File: src/rtl/serial_adder_ctrl.sv
// rtl/serial_adder_ctrl.sv - bit-serial adder controller time-sharing one full adder, LSB first
// Optional subtract mode is enabled by defining SERIAL_ADDER_SUB_EN.

module full_adder (
  input  logic i_a,
  input  logic i_b,
  input  logic i_cin,
  output logic o_sum,
  output logic o_cout
);
  assign o_sum  = i_a ^ i_b ^ i_cin;
  assign o_cout = (i_a & i_b) | (i_cin & (i_a ^ i_b));
endmodule

module serial_adder_ctrl #(
  parameter int WIDTH = 16
) (
  input  logic             clk,
  input  logic             rst_n,
  input  logic             start,
`ifdef SERIAL_ADDER_SUB_EN
  input  logic             sub,
`endif
  input  logic [WIDTH-1:0] A,
  input  logic [WIDTH-1:0] B,
  input  logic             Cin,
  output logic             busy,
  output logic             done,
  output logic [WIDTH-1:0] Sum,
  output logic             Cout
);

  localparam int            CW   = $clog2(WIDTH + 1);
  localparam logic [CW-1:0] LAST = CW'(WIDTH - 1);

  typedef enum logic [1:0] {
    IDLE = 2'd0,
    RUN  = 2'd1,
    DONE = 2'd2
  } state_t;

  state_t           r_state;
  state_t           w_state_nxt;
  logic [WIDTH-1:0] r_opa_sh;
  logic [WIDTH-1:0] r_opb_sh;
  logic [WIDTH-1:0] r_acc_sh;
  logic             r_carry_q;
  logic [CW-1:0]    r_cnt;

  logic             w_load;
  logic             w_last;
  logic             w_fa_sum;
  logic             w_fa_cout;
  logic [WIDTH-1:0] w_acc_nxt;
  logic [WIDTH-1:0] w_opb_load;
  logic             w_cin_load;

  full_adder u_fa (
    .i_a    (r_opa_sh[0]),
    .i_b    (r_opb_sh[0]),
    .i_cin  (r_carry_q),
    .o_sum  (w_fa_sum),
    .o_cout (w_fa_cout)
  );

  // Subtraction is A + ~B + 1, so only the B and carry load values differ.
`ifdef SERIAL_ADDER_SUB_EN
  assign w_opb_load = sub ? ~B : B;
  assign w_cin_load = sub ? 1'b1 : Cin;
`else
  assign w_opb_load = B;
  assign w_cin_load = Cin;
`endif

  generate
    if (WIDTH == 1) begin : g_acc_w1
      assign w_acc_nxt = w_fa_sum;
    end else begin : g_acc_wn
      assign w_acc_nxt = {w_fa_sum, r_acc_sh[WIDTH-1:1]};
    end
  endgenerate

  assign w_last = (r_cnt == LAST);
  assign w_load = start && ((r_state == IDLE) || (r_state == DONE));

  always_ff @(posedge clk or negedge rst_n) begin
    if (!rst_n) begin
      r_state <= IDLE;
    end else begin
      r_state <= w_state_nxt;
    end
  end

  always_comb begin
    w_state_nxt = r_state;
    case (r_state)
      IDLE:    if (start) w_state_nxt = RUN;
      RUN:     if (w_last) w_state_nxt = DONE;
      DONE:    w_state_nxt = start ? RUN : IDLE;
      default: w_state_nxt = IDLE;
    endcase
  end

  // Sum/Cout are written only on the completion edge so partial results never leak out.
  always_ff @(posedge clk or negedge rst_n) begin
    if (!rst_n) begin
      r_opa_sh  <= '0;
      r_opb_sh  <= '0;
      r_acc_sh  <= '0;
      r_carry_q <= 1'b0;
      r_cnt     <= '0;
      Sum       <= '0;
      Cout      <= 1'b0;
    end else if (w_load) begin
      r_opa_sh  <= A;
      r_opb_sh  <= w_opb_load;
      r_acc_sh  <= '0;
      r_carry_q <= w_cin_load;
      r_cnt     <= '0;
    end else if (r_state == RUN) begin
      r_acc_sh  <= w_acc_nxt;
      r_opa_sh  <= r_opa_sh >> 1;
      r_opb_sh  <= r_opb_sh >> 1;
      r_carry_q <= w_fa_cout;
      r_cnt     <= r_cnt + 1'b1;
      if (w_last) begin
        Sum  <= w_acc_nxt;
        Cout <= w_fa_cout;
      end
    end
  end

  assign busy = (r_state == RUN);
  assign done = (r_state == DONE);

endmodule

File: config.mk
export PLATFORM = sky130hd
export DESIGN_NAME = serial_adder_ctrl
export DESIGN_NICKNAME = d
export VERILOG_FILES = /design/src/rtl/serial_adder_ctrl.sv
export SDC_FILE = /design/constraint.sdc
export NUM_CORES = 1
export LEC_CHECK = 0
export BUFFER_PORTS_ARGS = -buffer_cell sky130_fd_sc_hd__buf_2
export CORE_MARGIN = 1.5
export CORE_UTILIZATION = 59
export CTS_BUF_LIST = sky130_fd_sc_hd__clkbuf_8 sky130_fd_sc_hd__clkbuf_16
export CTS_CLUSTER_DIAMETER = 30
export CTS_CLUSTER_SIZE = 20
export DETAILED_ROUTE_END_ITERATION = 8
export PLACE_DENSITY = 0.83
export SYNTH_ARGS = -nofsm -noshare
export SYNTH_HDL_FRONTEND = slang
export SYNTH_SLANG_ARGS = --single-unit
File: constraint.sdc
create_clock -name clk -period 3.6 [get_ports clk]
set_clock_uncertainty 0.2 [all_clocks]
set_input_delay 0.54 -clock clk [delete_from_list [all_inputs] [get_ports clk]]
set_output_delay 0.54 -clock clk [all_outputs]
set_load 0.02 [all_outputs]
==> flow_summary.ini <==
[grt]
grt_max_degree = 56
grt_first_pass_wirelength_um = 9280
grt_overflow_total = 0
vias_in_the_first_global_route = 1911
antenna_found_initial = 0
global_route.usage.total_pct = 23.1

[yosys]
netlist_instances = 262
yosysTopAreaCellShare_pct = 60.1
synth_largest_area_cell = dfrtp_1
yosys_register_bits = 72
total_nets_after_synthesis = 301
ys.warnings.count = 0
seq_area_frac_synth_pct = 60.1
average_cell_area_after_synthesis_sq_um = 11.4
mappedNetlistArea_sq_um = 3000
synth_area_leaders = dfrtp_1, nand2_1, a22o_1
synth_cell_types = 27

[detailed_routing]
drcViolationCount = 0
first_iter_violations = 134
finalWirelength_um = 5800
ant_nets = 0
dr_total_vias = 2105
viasPerCell = 5.48
route.detailed.wl_per_inst_um = 15.1
detail_route.first_pass.iterations = 5

[cells_and_area]
layout.area.seq_sq_um = 1800
drive_above_1_share_pct = 29.7
layout.filler_cells = 354
fin_util_pct = 72.3
finish.net_count = 351
area_growth_from_synthesis_to_layout_pct = 16.2
area_of_the_multi_input_gates_sq_um = 1080
insertedDiodeCount = 0
postLayoutCellArea_sq_um = 3480

[worst_setup_path]
worst_ep_arrival_time_ps = 1930
critical_path_class = flop to output port
cp_num_buf_inv = 3
crit_path_max_incr_delay_ps = 420
timing.critical_path.max_delay_family = buffers and inverters
worst_path_max_delay_cell = dfrtp_1
crit_path_start_kind = flop
cell_chain_of_the_critical_path = nand2b_1 > buf_4 > clkinv_4 > buf_2
worst_ep_required_time_ps = 2860
critical_path.endpoint_type = output port
crit_fanout = 52

[clock_network]
clkTransAtPathRegs_ps = 70
postCtsResizedCells = 0
post_cts.repair.setup_buffers = 0
tritoncts = built
clockRootBuffer = clkbuf_8
cts.path.max_buffers = 2
clock_sink_count = 72
clock_latency_ps = 340
cts_max_level = 3
cts.hold.buffers_added = 0
cts_made_buffers = 9

[placed_design]
postPlaceCellArea_sq_um = 3280
dpl.hpwl_um = 3620
rd_place_congestion = 0.730
place.port_buffers = 54

[die]
die_area_sq_um = 5520
coreArea_sq_um = 4820
io-pin-count = 55
die_w_um = 74.3
initial_utilization_pct = 62.3
die_height_um = 74.3
core.rowCount = 25

[timing]
layout_min_cycle_time_ps = 2670
post-route-period-util_pct = 74.1
tightest_slew_ps = 1120
rsz_0062_raised_after_global_routing = false
maxClockFrequency_mhz = 375
maxSlewHeadroom_pct = 25.5
final_setup_vio_count = 0
fin_tns_setup_ps = 0
drv_slew = 0
finalHoldViolations = 0

[power_and_ir_drop]
total_leakage_power_nw = 1.74
power_density_nw_per_um2 = 968
p_total_mw = 3.37
irDropWorstVdd_mv = 0.460

[hold_path]
holdCritPathClass = input port to async pin

[job]
maxCapViolations = 0

[outcome]
run_status = completed
cell type report:
cell class,count,share of cell area [%]
well taps,67,2.41
clock inverters,5,1.58
repair buffers,57,8.40
multi-input cells,169,31.1
clock buffers,11,4.34
flip-flops and latches,72,51.7
inverters,3,0.467
cell families after synthesis:
kind of cell / Yosys count / share of synthesized area [%]
AOI/OAI and AO/OA: 52 / 12.8
adders and majority gates: 3 / 1.50
buffers and inverters: 21 / 3.88
DFF: 72 / 60.1
muxes: 20 / 8.55
and+or+nand+nor: 94 / 13.2
layout by cell type (no fill, tap or decap):
cell type and n:
dfrtp_1 72, nand2_1 54, buf_2 54, nor2_1 21
a31oi_1 21, a22o_1 18, nand3_1 11, clkbuf_8 11
a22oi_1 10, mux2_4 9, mux2_2 9, inv_1 3
buf_4 3, nor2b_1 2, mux2i_1 2, o21ai_0 2
ha_1 2, nand2b_1 1, clkinv_4 1, and3_1 1
nand2b_2 1, nor2_4 1, nand2_4 1, nand4_1 1
o2bb2ai_1 1, fa_1 1, clkinvlp_4 1, clkinv_2 1
inv_6 1, bufinv_16 1
worst register-to-register path, delay by kind of cell, from the launching register on:
family	cells	cell delay [ps]
and+or+nand+nor	2	510
DFF	1	420
buffers and inverters	2	780
muxes	1	390
cells in the mapped netlist:
library cell / n
a22o_1: 18
a22oi_1: 10
a31oi_1: 21
and3_1: 1
buf_1: 1
buf_2: 8
buf_4: 2
buf_6: 2
clkbuf_1: 5
clkinv_4: 1
dfrtp_1: 72
fa_1: 1
ha_1: 2
inv_1: 2
mux2_2: 9
mux2_4: 9
mux2i_1: 2
nand2_1: 54
nand2_4: 1
nand2b_1: 2
nand3_1: 11
nand4_1: 1
nor2_1: 21
nor2_4: 1
nor2b_1: 2
o21ai_0: 2
o2bb2ai_1: 1
through the flow:
stage          std cells  hold WS [ps]  setup WS [ps]
2_1_floorplan        262          44.4           1720
3_3_place_gp         368           260           1260
3_5_place_dp         368           285           1210
4_1_cts              384           150            937
5_1_grt              384           202            786
6_report             384           133            934
sequential cells by signal, summed over array words and instances (netlist names):
name and count:
r_opb_sh 16, r_cnt 5, r_opa_sh 16, r_acc_sh 15
r_state 2, Sum 16, r_carry_q 1, Cout 1
path summary, 6_finish.rpt:
check	from	endpoint	slack [ps]	cells past startpoint
setup / recovery	r_state[0]	busy	930	4
hold / removal	rst_n	r_acc_sh[6]	130	1
setup reg to reg	r_state[0]	Sum[4]	1180	5
hold reg to reg	Sum[3]	Sum[3]	300	1
max in group asynchronous	rst_n	r_cnt[1]	2300	2
min in group clk	B[4]	r_opb_sh[4]	210	3
layer usage:
| metal | vias to the layer above | track usage (%) | share of wire (%) |
|---|---|---|---|
| li1 | 1021 | - | - |
| met1 | 1016 | 33.1 | 45 |
| met2 | 64 | 33.8 | 49 |
| met3 | 4 | 6.50 | 4.9 |
| met4 | 0 | 9.09 | 1.2 |
| met5 | - | 0 | 0 |
where the power goes:
part	internal (mW)	switching (mW)	total, mW
Sequential	1.20	0.246	1.45
Combinational	0.549	0.727	1.28
Clock	0.357	0.293	0.650
Power figures use the tool's default switching activity.
